File: src/rtl/if_stage.sv
// Instruction-fetch stage: fetch PC, synchronous instruction SRAM interface, IC register and skid buffer.
// Optional issued-fetch counter built only when IF_PERF_CNT_EN is defined.
module if_stage #(
    parameter logic [31:0] RESET_PC = 32'hBFC0_0000
) (
    input  logic        clk,
    input  logic        rst,
    input  logic [5:0]  stall,
    input  logic        flush,
    input  logic [31:0] new_pc,
    input  logic        br_e,
    input  logic [31:0] br_addr,
    output logic        inst_sram_en,
    output logic [31:0] inst_sram_addr,
    input  logic [31:0] inst_sram_rdata,
    output logic [32:0] ic_to_id_bus,
    output logic [31:0] ic_inst,
    output logic [31:0] fetch_cnt
);

    logic [31:0] pc_q,        pc_d;
    logic [31:0] ic_pc_q,     ic_pc_d;
    logic        ic_valid_q,  ic_valid_d;
    logic [31:0] inst_buf_q,  inst_buf_d;
    logic        buf_valid_q, buf_valid_d;
    logic        redirect;

    // Only the PC and IC stall bits matter here; the rest of the StallBus is for later stages.
    logic unused_stall_bits;
    assign unused_stall_bits = ^stall[5:3];

    assign redirect       = flush | br_e;
    assign inst_sram_en   = rst & ~stall[0];
    assign inst_sram_addr = pc_q;

    // NOTE: every always_comb target gets a default first, so no path can infer a latch.
    always_comb begin
        pc_d = pc_q;
        if (flush)          pc_d = new_pc;
        else if (br_e)      pc_d = br_addr;
        else if (!stall[0]) pc_d = pc_q + 32'd4;
    end

    always_comb begin
        ic_pc_d    = ic_pc_q;
        ic_valid_d = ic_valid_q;
        if (redirect || (stall[1] && !stall[2])) begin
            ic_pc_d    = '0;
            ic_valid_d = 1'b0;
        end else if (!stall[1]) begin
            ic_pc_d    = pc_q;
            ic_valid_d = inst_sram_en;
        end
    end

    // Data returning while IC is stopped is parked here so it is never re-fetched.
    always_comb begin
        inst_buf_d  = inst_buf_q;
        buf_valid_d = buf_valid_q;
        if (redirect || !stall[1]) begin
            buf_valid_d = 1'b0;
        end else if (ic_valid_q && !buf_valid_q) begin
            inst_buf_d  = inst_sram_rdata;
            buf_valid_d = 1'b1;
        end
    end

    // NOTE: sequential state uses non-blocking assignments so all flops update together at the edge.
    always_ff @(posedge clk or negedge rst) begin
        if (!rst) begin
            pc_q        <= RESET_PC;
            ic_pc_q     <= '0;
            ic_valid_q  <= 1'b0;
            inst_buf_q  <= '0;
            buf_valid_q <= 1'b0;
        end else begin
            pc_q        <= pc_d;
            ic_pc_q     <= ic_pc_d;
            ic_valid_q  <= ic_valid_d;
            inst_buf_q  <= inst_buf_d;
            buf_valid_q <= buf_valid_d;
        end
    end

    assign ic_to_id_bus = {ic_valid_q, ic_pc_q};
    assign ic_inst      = buf_valid_q ? inst_buf_q
                        : (ic_valid_q ? inst_sram_rdata : 32'd0);

`ifdef IF_PERF_CNT_EN
    logic [31:0] fetch_cnt_q;

    always_ff @(posedge clk or negedge rst) begin
        if (!rst)              fetch_cnt_q <= '0;
        else if (inst_sram_en) fetch_cnt_q <= fetch_cnt_q + 32'd1;
    end

    assign fetch_cnt = fetch_cnt_q;
`else
    assign fetch_cnt = 32'd0;
`endif

endmodule

File: config.mk
export PLATFORM = sky130hd
export DESIGN_NAME = if_stage
export DESIGN_NICKNAME = d
export VERILOG_FILES = /design/src/rtl/if_stage.sv
export SDC_FILE = /design/constraint.sdc
export NUM_CORES = 1
export LEC_CHECK = 0
export CORE_MARGIN = 2
export CORE_UTILIZATION = 46
export DETAILED_ROUTE_END_ITERATION = 8
export PLACE_DENSITY = 0.91
export SLEW_MARGIN = 20
export SYNTH_ARGS = -nofsm -noshare
export SYNTH_HDL_FRONTEND = slang
export SYNTH_SLANG_ARGS = --single-unit
File: constraint.sdc
create_clock -name clk -period 2.75 [get_ports clk]
set_input_delay 0.55 -clock clk [delete_from_list [all_inputs] [get_ports clk]]
set_output_delay 0.55 -clock clk [all_outputs]
set_load 0.05 [all_outputs]
### After elaboration in Yosys (flattened, before gate mapping)

Index checks and enable logic that the tools add are counted.

| word-level totals | value |
|---|---|
| bits in latches | 0 |
| register bits | 98 |
| RAM bits | 0 |
| ROM bits | 0 |
| word-level logic and storage cells | 32 |
| memories | 0 |

| cells by class | value |
|---|---|
| mux-type cells | 11 |
| equal/unequal tests | 2 |
| divide/modulo/power cells | 0 |
| shifts and indexed selects | 0 |
| reduce and logical (&&, ||, !) cells | 9 |
| multiply operators | 0 |
| $lt $le $gt $ge | 0 |
| bitwise logic cells | 4 |
| add/subtract/negate cells | 1 |

Operators with widths:

| cell | count |
|---|---|
| $mux W32 | 7 |
| $add A32 B3 Y32 const B | 1 |
| $mux W1 | 4 |
| $logic_not A1 Y1 | 3 |
| $ne A3 B1 Y1 const B | 1 |
| $logic_and A1 B1 Y1 | 2 |
| $logic_or A1 B1 Y1 | 2 |
| $ne A2 B1 Y1 const B | 1 |
| $not A1 Y1 | 2 |
| $reduce_and A2 Y1 | 1 |
| $reduce_bool A2 Y1 | 1 |
| $and A1 B1 Y1 | 1 |
| $or A1 B1 Y1 | 1 |

### Longest topological paths before layout

| depth | value |
|---|---|
| word-level depth | 4 |
| depth in mapped cells | 6 |
| mapped depth without buffers | 5 |

### Least setup slack after synthesis

No wires, ideal clock.

| path | value |
|---|---|
| path type | reg2out |
| from | register buf_valid_q |
| to | output port ic_inst[30] |
| buffers on the path | 2 |
| cell stages (with the launch flop) | 4 |
| slack | 376 ps |
| arrival | 1824 ps |
| cells stage by stage | dfrtp_1 -> clkbuf_1 -> clkbuf_1 -> o21ai_0 |

| between the ends | value |
|---|---|
| longest elaborated chain between the ends | 1 |

Ends and longest elaborated chain:

| item | line | text |
|---|---|---|
| from (decl) | 25 | `logic buf_valid_q, buf_valid_d;` |
| from (signal assigned) | 81 | `buf_valid_q <= buf_valid_d;` |
| $mux W32 | 86 | `assign ic_inst = buf_valid_q ? inst_buf_q` |
| to (decl) | 17 | `output logic [31:0] ic_inst,` |

No other way between the ends.

### Worst setup path in the final report

| path | value |
|---|---|
| from | register pc_q[24], in the netlist inst_sram_addr[24] |
| to | output port inst_sram_addr[24] |

RTL lines:

| item | line | text |
|---|---|---|
| from (decl) | 21 | `logic [31:0] pc_q, pc_d;` |
| from (signal assigned) | 77 | `pc_q <= pc_d;` |
| to (decl) | 14 | `output logic [31:0] inst_sram_addr,` |

No word-level cell between the ends.

==> run summary <==
The proportion of register bits with asynchronous set or reset after synthesis was 1.00; the data required time of the worst path was 2200 ps. Class of the most critical hold timing path: in -> async. The largest delay contributor family on the critical path is buffers and inverters. The floorplan step defined a die boundary enclosing 12,700 µm².

Measured in cells, the most critical reg-to-reg path has a length of 4. Clock-pin slew was measured on the worst setup and hold paths at 70 ps. Dividing the detail-routed via count by the number of cells gives 6.12.

Synthesis produced a netlist whose cell count is 529. For this design, the slowest cell found on the critical path is sky130_fd_sc_hd__clkdlybuf4s50_1. For this run the aggregate overflow at the end of global routing stands at 0.

The distinct cell type count of the synthesized netlist was 54. The horizontal die dimension was 113 µm. The number of synthesized register bits is 98. Summing over every cut layer, the via total after detailed routing is 5,277. Number of setup buffers added after CTS: 0. The HPWL after detailed placement is 12,700 µm. The tools report the number of warnings issued by yosys as 0. The leading cell type in the layout, fill and taps excluded is sky130_fd_sc_hd__clkdlybuf4s50_1.

The share of final-layout standard cells stronger than drive strength 1 works out to 0.159. Setup slack on the worst reg-to-reg path comes out at 550 ps. The run gives 0.453 as the sequential fraction of the synthesis area.

For the data arrival at the endpoint of the critical path, the log shows 1800 ps. Setup repair after global routing left no endpoint under its margin. The number of hold buffers added after cts is 0, and the met2 track demand over resource in global routing is 0.424. The buffer depth of the longest clock path was 2; the routability congestion estimate from global placement was 0.873. In this run the mean area of a mapped cell was 10.3 µm². After the first detailed-routing iteration, the DRC count stood at 500. The run gives 0 as the post-CTS resize count. The first global-routing pass estimated 26,600 µm of wire. The count of final max-slew check failures is 0. CTS saw 98 sinks. The worst register-to-register path begins at inst_sram_addr[7]. The worst setup path is of the reg -> out kind. The die is 113 µm tall.

STA classifies the critical path endpoint as an output port. The area of the core region is 11,500 µm². The cell area that synthesis handed to floorplanning was 5440 µm². The tools report the master cell of the clock root buffer as sky130_fd_sc_hd__clkbuf_16. The number of synthesized flops with an enable pin was 0; the relative max-transition margin was 0.488. At the pin with the least slew margin, the transition time is 768 ps. The tools report the number of global-route vias before repair as 5,127. The tools report the endpoint of the lowest-slack register-to-register path as inst_sram_addr[29].

Dividing the detail-routed wire length by the instance count gives 19.7 µm. The delay of the slowest cell on the worst path is 830 ps, and the layout overhead on the synthesized area is 48.6%. The count of nets left with antenna violations after detail routing is 0, and the post-route fraction of the period consumed by the critical path is 0.856.

The number of max-cap violations was 0. The launching element type of the critical path is a flip-flop. Fill cell instance count of the final layout: 836. The met3 track demand over resource in global routing is 0.0525, and the post-layout minimum cycle time is 2350 ps. The leakage dissipation was 3.44 nW. Dividing total power by cell area gives a power density of 523 nW/µm². Met1 usage in global routing: 0.342. TritonCTS built the clock tree.

The flow ran to the end, and the final reports show no timing, DRC or antenna violations. The count of boundary I/O pins was 236. Static timing analysis puts the maximum clock frequency at 425 MHz. The dominant register cell in the synthesized netlist was sky130_fd_sc_hd__dfrtp_1. The logs give 862 for the non-filler instance count after layout and 4.23 mW for the total power consumption of the routed design. The tools report the count of final hold-check violations as 0. The initialized floorplan defines 39 standard-cell rows. The worst path buffer plus inverter count is 1, and the total routing usage reported by global routing is 0.260. After detailed routing, the number of remaining DRC violations is 0. The busiest layer in global routing was met2. Leaving out fill and tap cells, the most frequent cells in the layout are 166 x sky130_fd_sc_hd__clkdlybuf4s50_1, 89 x sky130_fd_sc_hd__dfrtp_1, 65 x sky130_fd_sc_hd__a22o_1. The final layout contains routed wiring with a total length of 17,000 µm. The quantity of I/O buffers inserted on ports was 200. After routing, the total negative slack on setup checks comes to 0 ps. The first TritonRoute pass finished after 4 iterations. In this run the worst path has a maximum fanout of 10. TritonCTS created 9 clock buffers. The tools report the initial antenna violation count as 0. Traced cell by cell, the critical path runs through clkdlybuf4s50_1. The tools report the insertion delay to the later sink of the worst-skew pair as 340 ps. The run gives 0.474 as the initial core utilization. The largest clock skew in the final design was 6.19 ps. In this run the number of H-tree levels came out at 3.

In the final design database the tool counted 821 nets. The repair_antennas step left the layout with diodes totalling 0. The tools report the largest voltage drop on the vdd net as 341 µV. Entering global routing, the biggest net connects 61 pins. Number of failing setup endpoints in the final timing report: 0.

The cell count after placement is 846.
where the power goes:
| group | switching [mW] | internal (mW) | total [mW] |
|---|---|---|---|
| clock network | 0.528 | 0.703 | 1.23 |
| registers | 0.176 | 1.58 | 1.75 |
| logic | 0.763 | 0.482 | 1.24 |
| total | 1.47 | 2.76 | 4.23 |
synthesized netlist by cell type (8+ instances only):
library cell / instances / area share
sky130_fd_sc_hd__a21oi_1: 10 / 0.0092
sky130_fd_sc_hd__a22o_1: 65 / 0.10
sky130_fd_sc_hd__a22oi_1: 11 / 0.015
sky130_fd_sc_hd__buf_4: 34 / 0.047
sky130_fd_sc_hd__clkbuf_1: 31 / 0.021
sky130_fd_sc_hd__dfrtp_1: 89 / 0.41
sky130_fd_sc_hd__dfstp_2: 9 / 0.043
sky130_fd_sc_hd__mux2_2: 32 / 0.066
sky130_fd_sc_hd__nand2_1: 29 / 0.020
sky130_fd_sc_hd__nand3_1: 14 / 0.013
sky130_fd_sc_hd__nand4_1: 11 / 0.013
sky130_fd_sc_hd__nor2_1: 21 / 0.014
sky130_fd_sc_hd__nor2b_1: 10 / 0.011
sky130_fd_sc_hd__o211ai_1: 13 / 0.018
sky130_fd_sc_hd__o21ai_0: 17 / 0.016
sky130_fd_sc_hd__o22ai_1: 15 / 0.017
sky130_fd_sc_hd__o2bb2ai_1: 12 / 0.019
sky130_fd_sc_hd__or4_1: 8 / 0.011
worst max-delay path by stage:
stage / from / to / slack (ps) / cells past startpoint
floorplan: buf_valid_q / ic_inst[30] / 380 / 3
finish: inst_sram_addr[24] / inst_sram_addr[24] / 400 / 1
detailed placement: br_e / inst_buf_q[2] / 260 / 5
CTS: inst_sram_addr[24] / inst_sram_addr[24] / 380 / 1
global placement: br_e / inst_buf_q[6] / 330 / 5
global route: inst_sram_addr[18] / inst_sram_addr[18] / 340 / 1
through the flow:
step           area (µm²)  hold slack, ps  setup slack (ps)   util
3_3_place_gp         7790             488               328  0.680
6_report             8080             271               395  0.705
2_1_floorplan        5560             254               376      -
5_1_grt              8080             312               335  0.705
3_5_place_dp         7790             491               260  0.680
4_1_cts              8080             280               381  0.705
sequential cells by signal, indices dropped and copies added, names as in the netlist:
signal,cells
ic_pc_q,32
inst_buf_q,32
inst_sram_addr,32
buf_valid_q,1
ic_valid_q,1
cell families (layout without fill, tap and decap cells):
family	Yosys count	in the layout	synth area share
adders and majority gates	1	1	0.00230
and+or+nand+nor	132	132	0.133
AOI/OAI and AO/OA	180	180	0.256
other	1	32	0.000689
buffers and inverters	81	240	0.0819
xor gates and xnor gates	1	1	0.00161
muxes	35	35	0.0718
DFF	98	98	0.453
area by class of cell:
| type | instances | area (µm²) | share of cell area |
|---|---|---|---|
| Timing Repair Buffer | 218 | 2480 | 0.307 |
| Multi-Input combinational cell | 381 | 2650 | 0.328 |
| Inverter | 6 | 22.5 | 0.00279 |
| Sequential cell | 98 | 2460 | 0.305 |
| Clock inverter | 5 | 55.1 | 0.00681 |
| Clock buffer | 11 | 233 | 0.0288 |
| Tap cell | 143 | 179 | 0.0221 |
layer usage:
layer | vias up | routed length [µm]
met4 | 0 | 457
met3 | 48 | 1470
met2 | 354 | 8270
li1 | 2354 | -
met1 | 2521 | 6830
met5 | - | 0
(Power assumes the default switching activity.)
